$ cat src/rtl/div_ctrl_pkg.sv
// Shared defines for the divide unit: execute-stage op codes, the divider
// state encoding, the default operand width and the HI/LO field offsets
// inside the packed {remainder, quotient} result.
package div_ctrl_pkg;

  // Execute-stage operation codes (MIPS funct encoding)
  localparam logic [5:0] EXE_MULT_OP  = 6'h18;
  localparam logic [5:0] EXE_MULTU_OP = 6'h19;
  localparam logic [5:0] EXE_DIV_OP   = 6'h1a;
  localparam logic [5:0] EXE_DIVU_OP  = 6'h1b;

  // Default operand width and iteration counter width (2^CNT_W > DIV_W)
  localparam int DIV_W_DEF = 32;
  localparam int CNT_W_DEF = 6;

  // Quotient (LO) sits at bit 0; remainder (HI) sits one operand width up
  localparam int LO_OFS = 0;

  function automatic int hi_ofs(input int w);
    return w;
  endfunction

  typedef enum logic [1:0] {
    IDLE = 2'd0,
    CALC = 2'd1,
    DONE = 2'd2
  } div_state_e;

endpackage

$ cat src/rtl/div_step.sv
// One restoring-division iteration: shift the partial remainder left,
// pulling in the next dividend bit from the top of the quotient register,
// trial-subtract the divisor and shift the resulting quotient bit in.
module div_step #(
  parameter int W = 32
) (
  input  logic [W-1:0] rem_in,
  input  logic [W-1:0] quo_in,
  input  logic [W-1:0] divisor,
  output logic [W-1:0] rem_out,
  output logic [W-1:0] quo_out
);

  logic [W:0] shifted;
  logic [W:0] diff;

  // Since rem_in < divisor, diff[W] is a clean borrow flag for the trial subtract
  always_comb begin
    shifted = {rem_in, quo_in[W-1]};
    diff    = shifted - {1'b0, divisor};
    if (!diff[W]) begin
      rem_out = diff[W-1:0];
      quo_out = {quo_in[W-2:0], 1'b1};
    end else begin
      rem_out = shifted[W-1:0];
      quo_out = {quo_in[W-2:0], 1'b0};
    end
  end

endmodule

$ cat src/rtl/div_ctrl.sv
// Iterative restoring divider control for DIV/DIVU. One quotient bit per
// cycle on operand magnitudes, sign fix-up applied when the result is
// written into hilo_div = {remainder, quotient}.
// Optional macro DIV_ZERO_FAST_EN: a zero divisor skips the iterations and
// goes straight from IDLE to DONE (same result value either way).
module div_ctrl
  import div_ctrl_pkg::*;
#(
  parameter int DIV_W = DIV_W_DEF,
  parameter int CNT_W = CNT_W_DEF
) (
  input  logic               clk,
  input  logic               resetn,
  input  logic               start,
  input  logic               signed_div,
  input  logic [DIV_W-1:0]   opa,
  input  logic [DIV_W-1:0]   opb,
  input  logic               annul,
  output logic               stall,
  output logic               busy,
  output logic               ready,
  output logic [2*DIV_W-1:0] hilo_div
);

  localparam int               HI_OFS    = hi_ofs(DIV_W);
  localparam logic [CNT_W-1:0] LAST_STEP = CNT_W'(DIV_W - 1);
  localparam logic [DIV_W-1:0] ONES      = '1;

  div_state_e         state;
  logic [CNT_W-1:0]   count;
  logic [DIV_W-1:0]   rem_q;
  logic [DIV_W-1:0]   quo_q;
  logic [DIV_W-1:0]   dvs_q;
  logic               quo_neg_q;
  logic               rem_neg_q;
  logic               zero_q;

  logic               sign_a;
  logic               sign_b;
  logic [DIV_W-1:0]   mag_a;
  logic [DIV_W-1:0]   mag_b;
  logic [DIV_W-1:0]   rem_nxt;
  logic [DIV_W-1:0]   quo_nxt;
  logic [DIV_W-1:0]   quo_fix;
  logic [DIV_W-1:0]   rem_fix;
  logic [2*DIV_W-1:0] result;
`ifdef DIV_ZERO_FAST_EN
  logic [2*DIV_W-1:0] zero_result;
`endif

  // Operand signs and magnitudes at issue; DIVU treats both as non-negative
  always_comb begin
    sign_a = signed_div & opa[DIV_W-1];
    sign_b = signed_div & opb[DIV_W-1];
    mag_a  = sign_a ? -opa : opa;
    mag_b  = sign_b ? -opb : opb;
  end

  div_step #(.W(DIV_W)) u_step (
    .rem_in  (rem_q),
    .quo_in  (quo_q),
    .divisor (dvs_q),
    .rem_out (rem_nxt),
    .quo_out (quo_nxt)
  );

  // Final result from the last step. With a zero divisor every trial subtract
  // succeeds and the dividend magnitude shifts into the remainder untouched,
  // so re-applying the dividend sign recovers the original opa for HI.
  always_comb begin
    quo_fix = quo_neg_q ? -quo_nxt : quo_nxt;
    rem_fix = rem_neg_q ? -rem_nxt : rem_nxt;
    result  = '0;
    result[HI_OFS +: DIV_W] = rem_fix;
    result[LO_OFS +: DIV_W] = zero_q ? ONES : quo_fix;
  end

`ifdef DIV_ZERO_FAST_EN
  // Divide-by-zero result taken straight from the issuing operands
  always_comb begin
    zero_result = '0;
    zero_result[HI_OFS +: DIV_W] = opa;
    zero_result[LO_OFS +: DIV_W] = ONES;
  end
`endif

  // Pipeline hold: the issuing cycle plus every iteration cycle
  always_comb begin
    stall = resetn & (((state == IDLE) & start & ~annul) | (state == CALC));
  end

  // Main FSM with registered busy/ready and the result register
  always_ff @(posedge clk or negedge resetn) begin
    if (!resetn) begin
      state     <= IDLE;
      count     <= '0;
      rem_q     <= '0;
      quo_q     <= '0;
      dvs_q     <= '0;
      quo_neg_q <= 1'b0;
      rem_neg_q <= 1'b0;
      zero_q    <= 1'b0;
      busy      <= 1'b0;
      ready     <= 1'b0;
      hilo_div  <= '0;
    end else begin
      ready <= 1'b0;
      case (state)
        IDLE: begin
          if (start && !annul) begin
            rem_q     <= '0;
            quo_q     <= mag_a;
            dvs_q     <= mag_b;
            quo_neg_q <= sign_a ^ sign_b;
            rem_neg_q <= sign_a;
            zero_q    <= (opb == '0);
            count     <= '0;
`ifdef DIV_ZERO_FAST_EN
            if (opb == '0) begin
              state    <= DONE;
              ready    <= 1'b1;
              hilo_div <= zero_result;
            end else begin
              state <= CALC;
              busy  <= 1'b1;
            end
`else
            state <= CALC;
            busy  <= 1'b1;
`endif
          end
        end
        CALC: begin
          if (annul) begin
            state <= IDLE;
            busy  <= 1'b0;
          end else begin
            rem_q <= rem_nxt;
            quo_q <= quo_nxt;
            count <= count + CNT_W'(1);
            if (count == LAST_STEP) begin
              state    <= DONE;
              busy     <= 1'b0;
              ready    <= 1'b1;
              hilo_div <= result;
            end
          end
        end
        DONE: begin
          state <= IDLE;
        end
        default: begin
          state <= IDLE;
          busy  <= 1'b0;
        end
      endcase
    end
  end

endmodule

$ cat config.mk
export PLATFORM = sky130hd
export DESIGN_NAME = div_ctrl
export DESIGN_NICKNAME = d
export VERILOG_FILES = /design/src/rtl/div_ctrl_pkg.sv /design/src/rtl/div_step.sv /design/src/rtl/div_ctrl.sv
export SDC_FILE = /design/constraint.sdc
export NUM_CORES = 1
export LEC_CHECK = 0
export CELL_PAD_IN_SITES_DETAIL_PLACEMENT = 1
export CELL_PAD_IN_SITES_GLOBAL_PLACEMENT = 2
export CORE_MARGIN = 2
export CORE_UTILIZATION = 37
export CTS_CLUSTER_DIAMETER = 150
export CTS_CLUSTER_SIZE = 16
export DETAILED_ROUTE_END_ITERATION = 7
export MAX_ROUTING_LAYER = met4
export PLACE_DENSITY = 0.91
export SLEW_MARGIN = 10
export SYNTH_ARGS = -nofsm -noshare
export SYNTH_HDL_FRONTEND = slang
export SYNTH_SLANG_ARGS = --single-unit
export TNS_END_PERCENT = 50
$ cat constraint.sdc
create_clock -name clk -period 15.13 [get_ports clk]
set_clock_uncertainty 0.1 [all_clocks]
set_input_delay 3.026 -clock clk [delete_from_list [all_inputs] [get_ports clk]]
set_output_delay 3.026 -clock clk [all_outputs]
set_load 0.01 [all_outputs]
# --- Word-level counts from Yosys, hierarchy flattened ---
# Index checks and enable logic that the tools add are counted.
word_totals:
  ram_bits: 0
  input_bits: 69
  register_bits: 173
  mem_bits_ro: 0
  wordCells: 69
  latch_bits: 0
  mem_count: 0
classes:
  reduce_logical: 10
  div: 0
  mul: 0
  shifts: 0
  n_addsub: 6
  bitwise: 9
  order_cmp: 0
  mux: 27
  eq_ne: 6
op_table:
  columns: ["op", "n"]
  rows:
  - ["32-bit two-way mux", 10]
  - ["32-bit negator", 4]
  - ["32-bit one-hot mux with 2 select lines", 2]
  - ["33-bit by 32-bit subtractor with 33-bit output", 1]
  - ["32-bit logical NOT", 1]
  - ["6-bit two-way mux", 2]
  - ["6-bit one-hot mux with 2 select lines", 1]
  - ["3-bit AND reduction", 3]
  - ["1-bit two-way mux", 7]
  - ["6-bit by 1-bit adder with 6-bit output, second input constant", 1]
  - ["6-bit by 5-bit equality test with 1-bit output, second input constant", 1]
  - ["2-bit two-way mux", 3]
  - ["1-bit AND", 5]
  - ["2-bit one-hot mux with 2 select lines", 1]
  - ["2-bit AND reduction", 2]
  - ["3-bit by 2-bit != test with 1-bit output, second input constant", 1]
  - ["1-bit one-hot mux with 3 select lines", 1]
  - ["2-bit by 1-bit equality test with 1-bit output, second input constant", 1]
  - ["2-bit equality test, second input constant", 1]
  - ["2-bit logical NOT", 1]
  - ["2-bit by 1-bit != test with 1-bit output, second input constant", 1]
  - ["2-bit != test, second input constant", 1]
  - ["1-bit NOT", 2]
  - ["2-bit nonzero test", 1]
  - ["other kinds (4)", 4]

# --- Longest topological paths before layout ---
logic_depth:
  ltp_word: 5
  mapped_depth: 24
  depth_no_buf: 20

# --- Hierarchy ---
# From an unflattened synthesis, not the netlist that was laid out.
unflattened:
  cells_unflattened: 1424
  area_unflattened_um2: 12205.5
modules_own_cells:
  columns: ["module", "area_per_inst_um2", "n_inst", "cells_each", "seq_area_each_um2"]
  rows:
  - ["div_ctrl", 9614.2, 1, 1088, 4329.2]
  - ["div_step", 2591.2, 1, 336, 0.0]

# --- Worst setup path before layout ---
# No wires, ideal clock.
synth_path:
  path_kind: "in2out"
  startpoint: "input annul"
  endpoint: "output stall"
  t_arrival_ps: 4179
  path_stages: 3
  setup_slack_ps: 7825
  path_cell_list: "or4b_2 clkbuf_1 a21boi_0"
synth_between:
  elab_chain_cells: 4
synth_lines:
  columns: ["element", "line_no", "source"]
  rows:
  - ["start: declaration", "div_ctrl.sv:18", "input logic annul,"]
  - ["1-bit NOT (no source line)", null, null]
  - ["1-bit AND", "div_ctrl.sv:89", "stall = resetn & (((state == IDLE) & start & ~annul) | (state == CALC));"]
  - ["1-bit bitwise OR", "div_ctrl.sv:89", null]
  - ["1-bit AND", "div_ctrl.sv:89", null]
  - ["end: declaration", "div_ctrl.sv:19", "output logic stall,"]
# Every way passes these cells.

# --- Worst setup path in the final report ---
# Same ends and word-level chain as after synthesis.

==> key figures <==
GRT
  – GR Util met2: 0.3693
  – Grt ovf: 0
  – Vias in the first global route: 11,460
  – Met3 GRT Util: 0.02426
  – Pin count of the biggest net entering global routing: 74
  – GRT Util Overall: 0.2392
  – Top Usage Layer GRT: met2
  – Met1 usage: 0.3416
  – Antenna violations before repair: 0
  – Global-route wire length before repair: approximately 65,000 um

Yosys
  – Mapped Avg Cell Area: 8.024 um^2
  – Syn nets: 1,641
  – #FFs+latches synth: 173
  – Post-Syn Instances: 1,534
  – Top cell type's share of synthesized area: 0.3517
  – Dominant synthesized flop cell: dfrtp_1
  – Synthesized cell area: 12,310 um^2
  – Synth warn: 0
  – Register area share after synthesis: 0.3517
  – Top post-synthesis cells by area: dfrtp_1 (35%), o21ai_0 (7.7%), nand2_1 (6.8%), a21oi_1 (5.4%), xor2_1 (5.0%)
  – Synth unique cells: 86
  – Largest area contributor in the synthesized netlist: dfrtp_1
  – Share of flip-flops with an asynchronous set or reset: 1.000
  – EDFF count, synth: 0

Place
  – HPWL after DPL: 30,640 um
  – Gpl congestion: 0.8837
  – Dpl ws: 6764 ps
  – IO buf count: between 100 and 150

Setup path
  – Worst Setup End Kind: primary output
  – Worst path max stage delay: 620 ps
  – WS Path Type: in -> out
  – Crit path DAT: 5250 ps
  – CP required: 12,000 ps
  – Critical path startpoint category: primary input
  – CP cell instances: clkdlybuf4s50_1 -> or4b_2 -> buf_4 -> a21boi_0 -> clkdlybuf4s50_1
  – Peak fanout along the critical path: 66
  – Most common cell on crit path: clkdlybuf4s50_1
  – Crit-path slowest cell: or4b_2

Timing
  – Final Cycle Share: 0.5535
  – Pins Over Slew Limit: 0
  – Slew @ Worst Pin: just over 1000 ps
  – Setup TNS: 0 ps
  – Fmax: 0.1194 GHz
  – RSZ-0062 raised after global routing: false
  – # setup viols final: 0
  – Fin worst setup slack: ~6800 ps
  – Max-Slew Margin vs Limit: 0.3092
  – Minimum clock period: 8375 ps
  – Endpoints failing hold: 0

Layout
  – Layout cell share with drive strength beyond 1: 0.05781
  – N_diodes: 0
  – Area grow syn2layout: 17.78%
  – Layout Nets: 1,720

Clocking
  – Postcts setup bufs: 0
  – Clock transition at path regs: 70 ps
  – Hold Buf Count CTS: 0
  – Root Driver: clkbuf_16
  – CTS H-tree lvls: 4
  – Post-CTS sizing: 0
  – CTS Buf Count: 17
  – CTS sink count: 173
  – Clk buf depth: 2
  – CTS tree: built
  – Worst skew pair latency: 440 ps

Routing
  – Via count: 11,520
  – Antenna viol nets, final: 0
  – Vias/cell: 5.569
  – Drt first pass iters: 5
  – Routed WL per cell: 19.48 um
  – DRT iter0 DRCs: 768
  – # DRC: 0
  – Routed Wire Length: 40,280 um

Outcome
  – Status: finished clean

Die
  – Die width: 186.4 um
  – I/O pins: 136
  – Site row count: between 60 and 70
  – Die Ht: 186.4 um
  – Core box area: 32,620 um^2
  – Die area: around 35,000 um^2
  – Initial Util: 0.3774

Power and ir drop
  – PD cells: between 100 and 150 nW/um^2
  – Leak: 5.947 nW
  – Worst VDD drop: 0.00009217 V

Hold path
  – Worst min path class: reg -> reg

Run
  – Max_cap viols: 0
cell families after synthesis:
logic type / Yosys count / share of synthesized area
flip-flops: 173 / 0.3517
AND/OR/NAND/NOR: 550 / 0.2087
multiplexers: 26 / 0.02165
XOR/XNOR: 139 / 0.09951
buffers and inverters: 141 / 0.05316
AO/OA/AOI/OAI: 467 / 0.2261
adder cells (fa/ha/maj): 38 / 0.03924
report_power, final:
part | internal [mW] | switching (mW)
Sequential | 0.523 | 0.0883
Combinational | 0.365 | 0.619
Clock | 0.253 | 0.221
Total | 1.14 | 0.928
cell type report:
cell class	count	area, um^2
inverter	56	210.2
timing repair buffer	145	1428
clock buffer	17	425.4
multi-input combinational	1220	7361
clock inverter	15	191.4
fill	3898	18120
tap	442	553.0
sequential	173	4329
worst paths after layout:
kind                                            start                       end  slack [ps]  depth (start not counted)
max in group asynchronous                      resetn   hilo_div[0]$_DFFE_PN0P_       11160                          2
worst max-delay path                            annul                     stall        6760                          5
worst max register to register  quo_q[31]$_DFFE_PN0P_  hilo_div[60]$_DFFE_PN0P_        8880                         20
worst min register to register   dvs_q[6]$_DFFE_PN0P_      dvs_q[6]$_DFFE_PN0P_         380                          2
min in group asynchronous                      resetn      dvs_q[5]$_DFFE_PN0P_        2410                          1
worst min-delay path             dvs_q[6]$_DFFE_PN0P_      dvs_q[6]$_DFFE_PN0P_         380                          2
synth_stat cells (all sizes together), types with 6 or more instances:
library cell and count:
a211oi 7, a21boi 7, a21o 8, a21oi 135, a31oi 6, and2 11
and3 6, buf 21, clkbuf 62, dfrtp 173, ha 37, inv 56
mux2i 21, nand2 223, nand2b 12, nand3 21, nand4 8, nor2 129
nor2b 8, nor3 45, nor4 23, o2111ai 7, o211ai 8, o21a 13
o21ai 199, o22ai 6, o31ai 23, o41ai 15, or2 12, or3 27
or4 10, xnor2 69, xor2 70
sequential cells by signal, summed over array words and instances, names as in the netlist:
signal,flops
count,6
hilo_div,64
dvs_q,32
zero_q,1
ready,1
quo_neg_q,1
busy,1
state,2
rem_q,32
quo_q,32
rem_neg_q,1
worst max-delay path, delay by kind of cell:
kind / cells / cell delay [ps]
compound gates: 1 / 250
simple gates: 1 / 620
buf+inv: 3 / 1340
placed cells by master, fill, tap and decap left out, drive strengths merged, types with 8 or more instances in the layout:
master and count:
nand2 223, o21ai 199, dfrtp 173, a21oi 135
clkdlybuf4s50 134, nor2 129, xor2 70, xnor2 69
inv 65, nor3 45, ha 37, or3 27
nor4 23, o31ai 23, nand3 21, mux2i 21
clkbuf 17, o41ai 15, o21a 13, or2 12
nand2b 12, buf 11, and2 11, or4 10
nand4 8, o211ai 8, a21o 8, nor2b 8
routing by layer:
| metal | routed length (um) | vias to the layer above |
|---|---|---|
| met5 | 0 | - |
| li1 | - | 5566 |
| met1 | 20260 | 5707 |
| met3 | 1329 | 26 |
| met4 | 439 | 0 |
| met2 | 18250 | 217 |
stage by stage:
step             util  area [um^2]  instances  hold WS [ps]  total power, mW
6_report       0.4445        14500       2068         382.7            2.069
3_5_place_dp   0.4255        13880       2036         369.5            1.587
2_1_floorplan       -        12310       1534         349.8            1.310
5_1_grt        0.4445        14500       2068         421.5            2.208
4_1_cts        0.4445        14500       2068         387.2            2.070
3_3_place_gp   0.4255        13880       2036         362.3            1.561
Note: power is estimated with default switching activity, not from simulation.
